File: config.mk
export PLATFORM = sky130hd
export DESIGN_NAME = decode_dispatch_ctrl
export DESIGN_NICKNAME = d
export VERILOG_FILES = /design/src/rtl/decode_dispatch_ctrl_pkg.sv /design/src/rtl/decode_dispatch_ctrl_sync_fifo.sv /design/src/rtl/decode_dispatch_ctrl.sv
export SDC_FILE = /design/constraint.sdc
export NUM_CORES = 1
export LEC_CHECK = 0
export ABC_AREA = 1
export BUFFER_PORTS_ARGS = -buffer_cell sky130_fd_sc_hd__buf_2
export CORE_ASPECT_RATIO = 2
export CORE_MARGIN = 2
export CORE_UTILIZATION = 62
export DETAILED_ROUTE_END_ITERATION = 10
export HOLD_SLACK_MARGIN = 0.12
export MAX_ROUTING_LAYER = met4
export PLACE_DENSITY = 0.91
export SLEW_MARGIN = 20
export SYNTH_ARGS = -nofsm -noshare
export SYNTH_HDL_FRONTEND = slang
export SYNTH_SLANG_ARGS = --single-unit
File: constraint.sdc
create_clock -name clk -period 14.35 [get_ports clk]
set_input_delay 2.87 -clock clk [delete_from_list [all_inputs] [get_ports clk]]
set_output_delay 2.87 -clock clk [all_outputs]
set_load 0.01 [all_outputs]
File: src/rtl/decode_dispatch_ctrl_pkg.sv
// Shared definitions for the decode/dispatch issue sequencer: the SYSTEM
// opcode, the sequencer state encoding and the buffered fetch entry layout.
package decode_dispatch_ctrl_pkg;

    // Default machine widths: one instruction word and one data/PC word.
    localparam int INSTRUCTION_SIZE = 32;
    localparam int DATA_SIZE        = 64;

    // Major opcode shared by ecall, ebreak, CSR accesses and the like.
    localparam logic [6:0] OP_SYSTEM = 7'b1110011;

    // RUN   : normal in-order issue.
    // DRAIN : SYSTEM instruction at the head, waiting for the ROB to empty.
    // ISSUE : SYSTEM instruction offered alone to dispatch.
    // WAIT  : SYSTEM instruction dispatched, waiting for it to retire.
    typedef enum logic [1:0] {
        RUN   = 2'd0,
        DRAIN = 2'd1,
        ISSUE = 2'd2,
        WAIT  = 2'd3
    } dd_state_t;

    // One buffered fetch slot at the default widths.
    typedef struct packed {
        logic [INSTRUCTION_SIZE-1:0] instr;
        logic [DATA_SIZE-1:0]        pc;
        logic                        pred;
    } fetch_entry_t;

    // True when the opcode field selects the SYSTEM major opcode.
    function automatic logic is_system_op(input logic [6:0] opcode);
        return opcode == OP_SYSTEM;
    endfunction

endpackage : decode_dispatch_ctrl_pkg

File: src/rtl/decode_dispatch_ctrl_sync_fifo.sv
// Single-clock circular FIFO with occupancy count and a synchronous flush.
// The head entry is presented combinationally so the consumer can see it in
// the cycle after it was written; an empty FIFO presents all zeros.
module sync_fifo #(
    parameter int WIDTH = 97,
    parameter int DEPTH = 4
) (
    input  logic                         clk,
    input  logic                         reset_n,
    input  logic                         flush,
    input  logic                         push,
    input  logic                         pop,
    input  logic [WIDTH-1:0]             wdata,
    output logic [WIDTH-1:0]             rdata,
    output logic [$clog2(DEPTH+1)-1:0]   count
);

    localparam int PTR_W = (DEPTH > 1) ? $clog2(DEPTH) : 1;
    localparam int CNT_W = $clog2(DEPTH + 1);

    logic [WIDTH-1:0] mem_q [DEPTH];
    logic [PTR_W-1:0] head_q;
    logic [PTR_W-1:0] tail_q;
    logic [CNT_W-1:0] count_q;
    logic             empty;
    logic             full;
    logic             do_push;
    logic             do_pop;

    assign empty = (count_q == '0);
    assign full  = (count_q == CNT_W'(DEPTH));

    // A flush cancels both sides; overflow and underflow are ignored so a
    // misbehaving producer or consumer cannot corrupt the pointers.
    assign do_push = push && !full  && !flush;
    assign do_pop  = pop  && !empty && !flush;

    assign count = count_q;
    assign rdata = empty ? '0 : mem_q[head_q];

    // Storage write; no reset needed since validity is tracked by count_q.
    always_ff @(posedge clk) begin
        if (do_push) begin
            mem_q[tail_q] <= wdata;
        end
    end

    // Pointer and occupancy update; DEPTH is a power of two so the pointers
    // wrap naturally at their own width.
    always_ff @(posedge clk) begin
        if (!reset_n || flush) begin
            head_q  <= '0;
            tail_q  <= '0;
            count_q <= '0;
        end else begin
            if (do_push) begin
                tail_q <= tail_q + PTR_W'(1);
            end
            if (do_pop) begin
                head_q <= head_q + PTR_W'(1);
            end
            unique case ({do_push, do_pop})
                2'b10:   count_q <= count_q + CNT_W'(1);
                2'b01:   count_q <= count_q - CNT_W'(1);
                default: count_q <= count_q;
            endcase
        end
    end

endmodule : sync_fifo

File: src/rtl/decode_dispatch_ctrl.sv
// Instruction buffer and issue sequencer between fetch and decode.
// Buffers {instr, pc, pred} and offers the head one per cycle to dispatch.
// SYSTEM-opcode instructions are serialized: the ROB must be empty before
// one is offered, and nothing else issues until it has retired.
module decode_dispatch_ctrl
    import decode_dispatch_ctrl_pkg::*;
#(
    parameter int DEPTH   = 4,
    parameter int INSTR_W = INSTRUCTION_SIZE,
    parameter int ADDR_W  = DATA_SIZE
) (
    input  logic               clk,
    input  logic               reset_n,
    input  logic               flush,
    input  logic               fetch_valid,
    output logic               fetch_ready,
    input  logic [INSTR_W-1:0] fetch_instr,
    input  logic [ADDR_W-1:0]  fetch_pc,
    input  logic               fetch_pred_taken,
    output logic               dec_valid,
    input  logic               dec_ready,
    output logic [INSTR_W-1:0] dec_instr,
    output logic [ADDR_W-1:0]  dec_pc,
    output logic               dec_pred_taken,
    input  logic               rob_empty,
    output logic               serializing,
    output logic [31:0]        serialize_stalls
);

    localparam int ENTRY_W = INSTR_W + ADDR_W + 1;
    localparam int CNT_W   = $clog2(DEPTH + 1);

    logic [ENTRY_W-1:0] wr_entry;
    logic [ENTRY_W-1:0] rd_entry;
    logic [CNT_W-1:0]   fifo_count;
    logic               buf_empty;
    logic               buf_full;
    logic               is_sys;
    logic               do_push;
    logic               do_pop;

    dd_state_t          state_q;
    logic               serializing_q;
    logic [31:0]        stalls_q;

    assign buf_empty = (fifo_count == '0);
    assign buf_full  = (fifo_count == CNT_W'(DEPTH));

    // Acceptance is independent of dec_ready: a full buffer stays closed even
    // in a cycle where the head is being consumed.
    assign fetch_ready = !buf_full && !flush;
    assign do_push     = fetch_valid && fetch_ready;
    assign do_pop      = dec_valid && dec_ready;

    assign wr_entry = {fetch_instr, fetch_pc, fetch_pred_taken};
    assign {dec_instr, dec_pc, dec_pred_taken} = rd_entry;

    assign is_sys = !buf_empty && is_system_op(dec_instr[6:0]);

    sync_fifo #(
        .WIDTH (ENTRY_W),
        .DEPTH (DEPTH)
    ) u_fifo (
        .clk     (clk),
        .reset_n (reset_n),
        .flush   (flush),
        .push    (do_push),
        .pop     (do_pop),
        .wdata   (wr_entry),
        .rdata   (rd_entry),
        .count   (fifo_count)
    );

    // Offer gating: a SYSTEM head is only offered from ISSUE, and nothing is
    // offered while draining or waiting for a SYSTEM instruction to retire.
    always_comb begin
        dec_valid = 1'b0;
        unique case (state_q)
            RUN:     dec_valid = !buf_empty && !is_sys;
            DRAIN:   dec_valid = 1'b0;
            ISSUE:   dec_valid = !buf_empty;
            WAIT:    dec_valid = 1'b0;
            default: dec_valid = 1'b0;
        endcase
    end

    // Serialization sequencer with a registered "not in RUN" flag. The WAIT
    // exit samples rob_empty only from the cycle after the pop onwards, since
    // the popped instruction has not yet reached the ROB in the pop cycle.
    always_ff @(posedge clk) begin
        if (!reset_n || flush) begin
            state_q       <= RUN;
            serializing_q <= 1'b0;
        end else begin
            unique case (state_q)
                RUN: begin
                    if (is_sys) begin
                        state_q       <= rob_empty ? ISSUE : DRAIN;
                        serializing_q <= 1'b1;
                    end
                end
                DRAIN: begin
                    if (rob_empty) begin
                        state_q <= ISSUE;
                    end
                end
                ISSUE: begin
                    if (do_pop) begin
                        state_q <= WAIT;
                    end
                end
                WAIT: begin
                    if (rob_empty) begin
                        state_q       <= RUN;
                        serializing_q <= 1'b0;
                    end
                end
                default: begin
                    state_q       <= RUN;
                    serializing_q <= 1'b0;
                end
            endcase
        end
    end

    assign serializing = serializing_q;

    // Saturating count of cycles where work is buffered but nothing is
    // offered; survives flushes so it measures total serialization cost.
    always_ff @(posedge clk) begin
        if (!reset_n) begin
            stalls_q <= '0;
        end else if (!buf_empty && !dec_valid && !flush && (stalls_q != '1)) begin
            stalls_q <= stalls_q + 32'd1;
        end
    end

    assign serialize_stalls = stalls_q;

endmodule : decode_dispatch_ctrl

======== After elaboration in Yosys (flattened, before gate mapping) ========
Memory sizes are Yosys's and may differ from the RTL's. A register that Yosys moved wholly into a read port is not among the register bits.
Cells that the tools add are included.
storage, ports and cells
  flip-flop bits (word level) ............. 42
  bits in latches ......................... 0
  bits in writable memories ............... 388
  ROM bits ................................ 0
  input bits .............................. 103
  output and inout port bits .............. 132
  word-level logic and storage cells ...... 66
  memories ................................ 1
cells by class
  $add $sub $neg .......................... 5
  multiply operators ...................... 0
  div/mod/pow operators ................... 0
  $lt $le $gt $ge ......................... 0
  eq/ne operators ......................... 12
  shift operators ......................... 0
  multiplexer cells ....................... 16
  bitwise operators ....................... 0
  reductions and logical operators ........ 26
memory list
  name          words  width  read ports  clocked after memory_dff  write ports  line                                  RTL
  u_fifo.mem_q  4      97     1           1                         1            decode_dispatch_ctrl_sync_fifo.sv:21  logic [WIDTH-1:0] mem_q [DEPTH];
operator list
  cell                   number
  $mux 97                1
  $add 32x1->32 const B  1
  $ne 32x32->1 const B   1
  $mux 2                 7
  $logic_and 1x1->1      12
  $pmux 2 s4             1
  $eq 7x7->1 const B     1
  $eq 2x2->1 const B     3
  $logic_not 1->1        6
  $ne 2x2->1 const B     3
  $pmux 3 s2             1
  $add 2x1->2 const B    2
  $eq 2x1->1 const B     2
  $mux 1                 4
  $reduce_and 4->1       1
  $reduce_bool 2->1      2
  $add 3x1->3 const B    1
  $eq 3x3->1 const B     1
  $logic_not 3->1        1
  $pmux 1 s3             1
  $reduce_and 3->1       1
  $sub 3x1->3 const B    1
  $logic_not 2->1        1
  $ne 2x1->1 const B     1
  3 further kinds        3

======== Logic depth before layout (Yosys ltp) ========
Gate-level depths: netlist of the first run.
  depth in word-level cells ............... 12
  depth in mapped cells ................... 20
  gate-level depth less buffers ........... 18

======== Hierarchy ========
A second synthesis of the first run with hierarchy kept.
second synthesis, totals
  cells, all modules ...................... 1618
  area total of the unflattened synthesis .. 18139.9 µm²
modules (own cells, without submodules)
  module                times used  cells each  area an instance (µm²)  sequential area each (µm²)
  sync_fifo             1           1219        15552.4                 11831.3
  decode_dispatch_ctrl  1           399         2587.5                  700.7

======== Least setup slack after synthesis of the first run ========
OpenSTA, ideal clock, no wires.
  kind .................................... input to register
  start point ............................. in flush
  end point ............................... mem u_fifo.mem_q[0][0], enable pin
  setup time .............................. 554 ps
  arrival ................................. 7461 ps
  data required time ...................... 13796 ps
  setup slack ............................. 6335 ps
  stages .................................. 3
  buffers on the path ..................... 0
  path through ............................ a31oi_1 nand2_1 nor2_1
between the ends
  word-level cells in the longest chain between the ends .. 7
RTL lines
  what                              line                                                              RTL
  from (decl)                       decode_dispatch_ctrl.sv:14                                        input logic flush,
  $logic_not 1->1 (*)               decode_dispatch_ctrl_sync_fifo.sv:35, decode_dispatch_ctrl.sv:51
  $logic_and 1x1->1                 decode_dispatch_ctrl.sv:51                                        assign fetch_ready = !buf_full && !flush;
  $logic_and 1x1->1                 decode_dispatch_ctrl.sv:52                                        assign do_push = fetch_valid && fetch_ready;
  $logic_and 1x1->1                 decode_dispatch_ctrl_sync_fifo.sv:35                              assign do_push = push && !full && !flush;
  $logic_and 1x1->1 (*)             decode_dispatch_ctrl_sync_fifo.sv:35
  $mux 1 (*)                        decode_dispatch_ctrl_sync_fifo.sv:43                              if (do_push) begin
  $mux 1 (implied by the code) (*)  decode_dispatch_ctrl_sync_fifo.sv:44                              mem_q[tail_q] <= wdata;
  to (decl)                         decode_dispatch_ctrl_sync_fifo.sv:21
Mark *: on every way between the ends. The rest lies on a longest branch, timed or not.

==> results of run 1 <==
==> kinds of logic after synthesis <==
logic type,Yosys count
flip-flops,432
XOR/XNOR,31
adder cells (fa/ha/maj),12
AO/OA/AOI/OAI,326
buffers and inverters,142
AND/OR/NAND/NOR,627
==> worst max path at each step <==
| stage | startpoint | endpoint | slack, ps | depth (start not counted) |
|---|---|---|---|---|
| floorplan | flush | u_fifo.mem_q[0][0] | 6340 | 3 |
| global placement | flush | fetch_ready | 8170 | 3 |
| detailed placement | flush | fetch_ready | 8130 | 3 |
| CTS | flop | dec_valid | 7590 | 13 |
| global route | flop | dec_valid | 7230 | 13 |
| finish | flop | dec_valid | 7510 | 13 |
==> power by group through the flow <==
stage / clock [mW] / combinational [mW] / sequential (mW)
6_report: 1.01 / 0.0918 / 1.39
5_1_grt: 1.07 / 0.101 / 1.39
4_1_cts: 1.02 / 0.0908 / 1.39
3_5_place_dp: 0 / 0.0892 / 1.42
3_3_place_gp: 0 / 0.0836 / 1.42
2_1_floorplan: 0 / 0.0410 / 1.42
==> tightest hold or removal path, cell delays in order (launching register included) <==
cell and delay [ps]:
dfxtp_1 310, o21ai_0 70, a21oi_1 60
==> flip-flops by register name, indices dropped and copies added (netlist names), named ones only <==
name / count
u_fifo.mem_q: 388
u_fifo.count: 3
u_fifo.tail_q: 2
state_q: 2
serializing: 1
u_fifo.head_q: 2
serialize_stalls: 32
==> layout make-up <==
class,instances,area [um^2]
clock buffers,43,991
fillers,1790,7810
well taps,356,445
repair buffers,251,1300
inverters,53,204
multi-input cells,996,4620
flip-flops and latches,432,12500
diodes,21,52.6
clock inverters,22,234
==> metrics by stage <==
stage          instances  hold WS (ps)
2_1_floorplan       1570           458
3_3_place_gp        2088           467
3_5_place_dp        2088           472
4_1_cts             2153           481
5_1_grt             2173           513
6_report            2174           480
==> cells in the final DEF, fill, tap and decap left out, drive strengths merged, types with 3 or more instances in the layout <==
| cell type | Yosys | routed |
|---|---|---|
| buf | 32 | 251 |
| o21ai | 188 | 188 |
| nand3 | 26 | 26 |
| clkinvlp | 0 | 3 |
| nor3 | 14 | 14 |
| clkbuf | 57 | 43 |
| ha | 11 | 11 |
| nand2 | 137 | 137 |
| inv | 53 | 54 |
| bufinv | 0 | 4 |
| dfxtp | 44 | 44 |
| nand4 | 36 | 36 |
| xor2 | 20 | 20 |
| diode | 0 | 21 |
| nor2 | 411 | 411 |
| clkinv | 0 | 14 |
| edfxtp | 388 | 388 |
| xnor2 | 11 | 11 |
| a21oi | 136 | 136 |
==> per-layer routing <==
layer / vias up / global-route usage
li1: 5888 / -
met1: 6193 / 0.323
met2: 711 / 0.504
met3: 154 / 0.0707
met4: 0 / 0.171
met5: - / -
==> impl_results.md, run 1 <==
* Core area at 0.0282 mm^2
* Sw frac at 0.203
* Largest net degree at the start of global routing at 121
* Nets at 1886
* Min cycle time layout at 6840 ps
* Fin Clk Skew at 17.7 ps
* Status: complete, no violations
* Post-synth cell types at 29
* Synth top cells by count: 410 x nor2_1, 388 x edfxtp_1, 188 x o21ai_0, 136 x a21oi_1, 136 x nand2_1
* Vias in the first global route at 12573
* Mapped Cells at 1570
* H-tree Lvls at 2
* Post-synth EDFFs at 388
* First-pass GRT wire length at 66200 um
* Max stage delay on crit path at 860 ps
* Detailed placement HPWL at 26000 um
* CTS tree: yes
* DP Area at 0.0191 mm^2
* GRT Util Overall at 0.302
* Iter 0 DRT Violations at 1422
* Finished Cell Area at 0.0204 mm^2
* Rel. slew slack at 0.266
* Internal Pwr Total at 1.99 mW
* Count leader, synth: nor2_1
* Top Ports at 235
* Clk pin slew, worst setup/hold paths at 70 ps
* Die ar. at 0.0300 mm^2
* Final setup TNS at 0 ps
* Vias per std cell at 5.95
* Num CTS Buffers at 37
* Pre-CTS WS at 8130 ps
* Critical path required time at 11480 ps
* Top Metal Used: met4
* Row count at 87
* Die X-Extent at 124 um
* Slowest CP cell: buf_4
* Share of total power in the clock network at 0.404
* Peak supply drop at 0.153 mV
* Flop pwr share at 0.559
* Slew Viols, Final at 0
* Reg2reg end: u_fifo.count[2]
* Pwr/cell area at 122 mW/mm^2
* Final hold vios at 0
* Psw at 0.505 mW
* PortBufs at 234
* Placer Congestion at 0.943
* Crit Path Max Fanout at 103
* Clock Latency Late Sink at 540 ps
* CP startpoint kind: flop
* Area delta synth->final at 15.1%
* Synth Register Bits at 432
* Worst path bufs/invs at 4
* Post-DRT Antenna Nets at 0
* Clock Sinks at 432
* DR WL met3 at 3740 um
* Mapped cell area at 0.0177 mm^2
* Simple-gate share of the synthesized area at 0.142
* Grt total ovfl at 0
* Unrepaired setup endpoints after global routing: no
* Main combinational cell family by area after synthesis: simple AND/OR/NAND/NOR gates
* Yosys top cell area share at 0.658
* Slew @ Worst Pin at 1100 ps
* Resize count post-CTS at 0
* Met2 wire len at 23400 um
* Post-synthesis xor/xnor area fraction at 0.0153
* Synth Area in Adders at 0.00890
* Tcrit/Tclk final at 0.477
* CTS max path bufs at 3
* Mux share of post-synthesis cell area at 0
* FF-to-FF path depth at 19
* Primary FF master, synth: edfxtp_1
* Avg WL per Cell at 20.4 um
* Async set-reset flop share out of synthesis at 0
* Die Ht at 243 um
* Hold_buf cts at 0
* Worst hold path depth at 2
* Hold Path Sink: serializing
* Initial Utilization at 0.628
* Element type at the critical path end: primary output
* Yosys warns at 0
* Leak pwr at 7.54 nW
* Power after layout at 2.49 mW
* Routed vias at 12946
* DRC at 0
* Final setup viols at 0
* Compound-Gate Fraction of Synth Area at 0.0923
* Met1 wire length at 14700 um
* TritonRoute pass-1 iters at 5
* Setup bufs post-CTS at 0
* Hold crit path type: reg2reg
* Mapped Nets at 1685
* Post-route worst setup slack at 7510 ps
* Cell Chain, Critical Path: buf_4 > buf_4 > nand2_1 > nand3_1 > nand2_1 > nand2_1 > nor2_1 > nand2_1 > nand2_1 > nand2_2 > inv_2 > nor2_1 > buf_2
* Crit-path leading delay family: buffers and inverters
* Max cap viols at 0
* Hold path startpoint: serializing
* Most used cell, CP: nand2_1
* Register-to-register setup slack at 9940 ps
* Top cells by area, synth: edfxtp_1 66%, nor2_1 8.7%, o21ai_0 5.3%, dfxtp_1 5.0%, a21oi_1 3.8%
* FMAX at 146 MHz
* CP Data Arrival Time at 3970 ps
* Sequential cell area fraction in the yosys report at 0.708
* Kind of critical path: reg2out
* Total wire length at 44400 um
* Share of cells above drive strength 1 at 0.180
* Initial antenna violation count at 20
* Avg Inst Size Synth at 11.3 um^2
* Comb pwr share at 0.037
* Layout Utilization at 0.723
* Post-synth top area cell: edfxtp_1
* Clock Tree Root: clkbuf_16
Note: power is estimated with default switching activity, not from simulation.
==> inputs of run 2 (changes only) <==
CORE_UTILIZATION = 52   (was 62)
PLACE_DENSITY = 0.82   (was 0.91)
clock period = 6.1 ns   (was 14.35 ns; I/O delays follow)
==> run 2 against run 1 <==
  * Register-to-register slack got worse by 7600 ps
  * Via count down 2.3%
  * Die area increased by 19%
==> impl_results.md, run 2 (synthesis results as in run 1) <==
* Hold Path Sink: serializing
* Reg2reg end: serialize_stalls[0]
* DRC at 0 (unchanged)
* Post-DRT Antenna Nets at 0 (unchanged)
* Total wire length at 44300 um (-0.18%)
* Hold path startpoint: serializing
* TritonRoute pass-1 iters at 6 (+1)
* Min cycle time layout at 4890 ps
* CP startpoint kind: flop
* Hold_buf cts at 0 (unchanged)
* Tcrit/Tclk final at 0.801
* Rel. slew slack at 0.324 (+0.0582)
* Die Ht at 265 um (+9.0%)
* CTS max path bufs at 3 (unchanged)
* Nets at 1889 (+0.16%)
* PortBufs at 234 (unchanged)
* Cell Chain, Critical Path: buf_4 > nand2_1 > nand3_1 > nand3_1 > nor2_1 > nand2_1 > nand2_1 > nand2_2 > inv_2 > nor2_1 > buf_2
* Vias in the first global route at 12766 (+1.5%)
* Row count at 95 (+9.2%)
* Final setup TNS at 0 ps (unchanged)
* Unrepaired setup endpoints after global routing: no
* Power after layout at 5.87 mW (+140%)
* Fin Clk Skew at 17.4 ps (-0.325 ps)
* Largest register by flop count: u_fifo.mem_q
* Slowest CP cell: dfxtp_4
* Slew @ Worst Pin at 1010 ps (-87.2 ps)
* H-tree Lvls at 2 (unchanged)
* Routed vias at 12644 (-2.3%)
* Initial antenna violation count at 9 (-55%)
* Area delta synth->final at 15.8%
* Element type at the critical path end: primary output
* CTS tree: yes
* Kind of critical path: reg2out
* Peak supply drop at 0.316 mV (+110%)
* Largest net degree at the start of global routing at 113 (-6.6%)
* Grt total ovfl at 0 (unchanged)
* Final hold vios at 0 (unchanged)
* Initial Utilization at 0.526 (-0.102)
* Vias per std cell at 5.63 (-5.4%)
* Post-route insts no fill at 2245 (+3.3%)
* Placed cells at 2170 (+3.9%)
* Max FFs per register at 388 (unchanged)
* CP Data Arrival Time at 3670 ps (-300 ps)
* Pwr/cell area at 286 mW/mm^2 (+130%)
* Iter 0 DRT Violations at 1007 (-29%)
* Final setup viols at 0 (unchanged)
* Clock Tree Root: clkbuf_16
* Register-to-register setup slack at 2300 ps (-7640 ps)
* Die ar. at 0.0356 mm^2 (+19%)
* Die X-Extent at 134 um (+8.9%)
* Hold crit path type: reg2reg
* Most used cell, CP: nand2_1
* FF-to-FF path depth at 12 (-7)
* Resize count post-CTS at 0 (unchanged)
* Status: complete, no violations
* Detailed placement HPWL at 27200 um (+4.8%)
* Placer Congestion at 0.921 (-2.2%)
* Top Ports at 235 (unchanged)
* Worst hold path depth at 2 (unchanged)
* Clock Sinks at 432 (unchanged)
* Clk pin slew, worst setup/hold paths at 70 ps (about the same)
* Clock Latency Late Sink at 540 ps (about the same)
* First-pass GRT wire length at 67200 um (+1.6%)
* Avg WL per Cell at 19.7 um (-3.3%)
* Leak pwr at 7.57 nW (+0.34%)
* Slew Viols, Final at 0 (unchanged)
* GRT Util Overall at 0.251 (-0.0506)
* Num CTS Buffers at 38 (+2.7%)
* Most frequent cells in the layout: 405 x nor2_1, 388 x edfxtp_1, 234 x buf_2, 188 x o21ai_0
* Share of cells above drive strength 1 at 0.179 (-0.000300)
* Crit Path Max Fanout at 81 (-21%)
* Critical path required time at 4880 ps (-6600 ps)
* Setup bufs post-CTS at 0 (unchanged)
* Max stage delay on crit path at 820 ps (-40 ps)
* Core area at 0.0336 mm^2 (+19%)
* Commonest non-fill, non-tap cell in the layout: nor2_1
* Max cap viols at 0 (unchanged)
* FMAX at 205 MHz
==> run 2: metrics by stage <==
| step | hold slack [ps] | area [um^2] | util | setup slack [ps] |
|---|---|---|---|---|
| after global placement | 465 | 19200 | 0.572 | 1900 |
| after global routing | 503 | 20500 | 0.610 | 971 |
| after detailed placement | 476 | 19300 | 0.573 | 1820 |
| after CTS | 485 | 20500 | 0.609 | 1230 |
| after floorplan | 458 | 17700 | - | -265 |
| final | 483 | 20500 | 0.610 | 1210 |
==> run 2: power breakdown <==
group	total [mW]	leakage, nW	switching [mW]	internal [mW]
sequential	3.28	3.88	0.0118	3.27
clock	2.36	0.592	1.03	1.34
combinational	0.221	3.10	0.151	0.0695
==> run 2: routing by layer <==
metal,global-route usage,vias to the layer above,share of wire,routed length [um]
li1,-,5880,-,-
met5,-,-,0,0
met1,0.272,6059,0.35,15500
met4,0.129,0,0.051,2250
met3,0.0386,120,0.072,3210
met2,0.443,585,0.53,23400
==> run 2: worst max-delay path, delay by kind of cell (launching register included) <==
kind / cells / cell delay [ps]
flip-flops: 1 / 820
AND/OR/NAND/NOR: 8 / 840
buffers and inverters: 3 / 1390
==> run 2: worst max-delay path by stage <==
stage	from	end	slack [ps]	cells after the start
after global routing	flop	dec_valid	970	11
after floorplan	flush	u_fifo.mem_q[0][0]	-260	3
after CTS	flop	dec_valid	1230	11
after detailed placement	flop	dec_valid	1820	11
after global placement	flop	dec_valid	1900	11
final	flop	dec_valid	1210	11
==> run 2: final cells by class <==
class	instances	area, um^2
Antenna cell	9	22.5
Clock buffer	41	983
Clock inverter	25	230
Fill cell	2565	13100
Inverter	53	204
Multi-Input combinational cell	996	4620
Sequential cell	432	12500
Tap cell	436	546
Timing Repair Buffer	253	1370
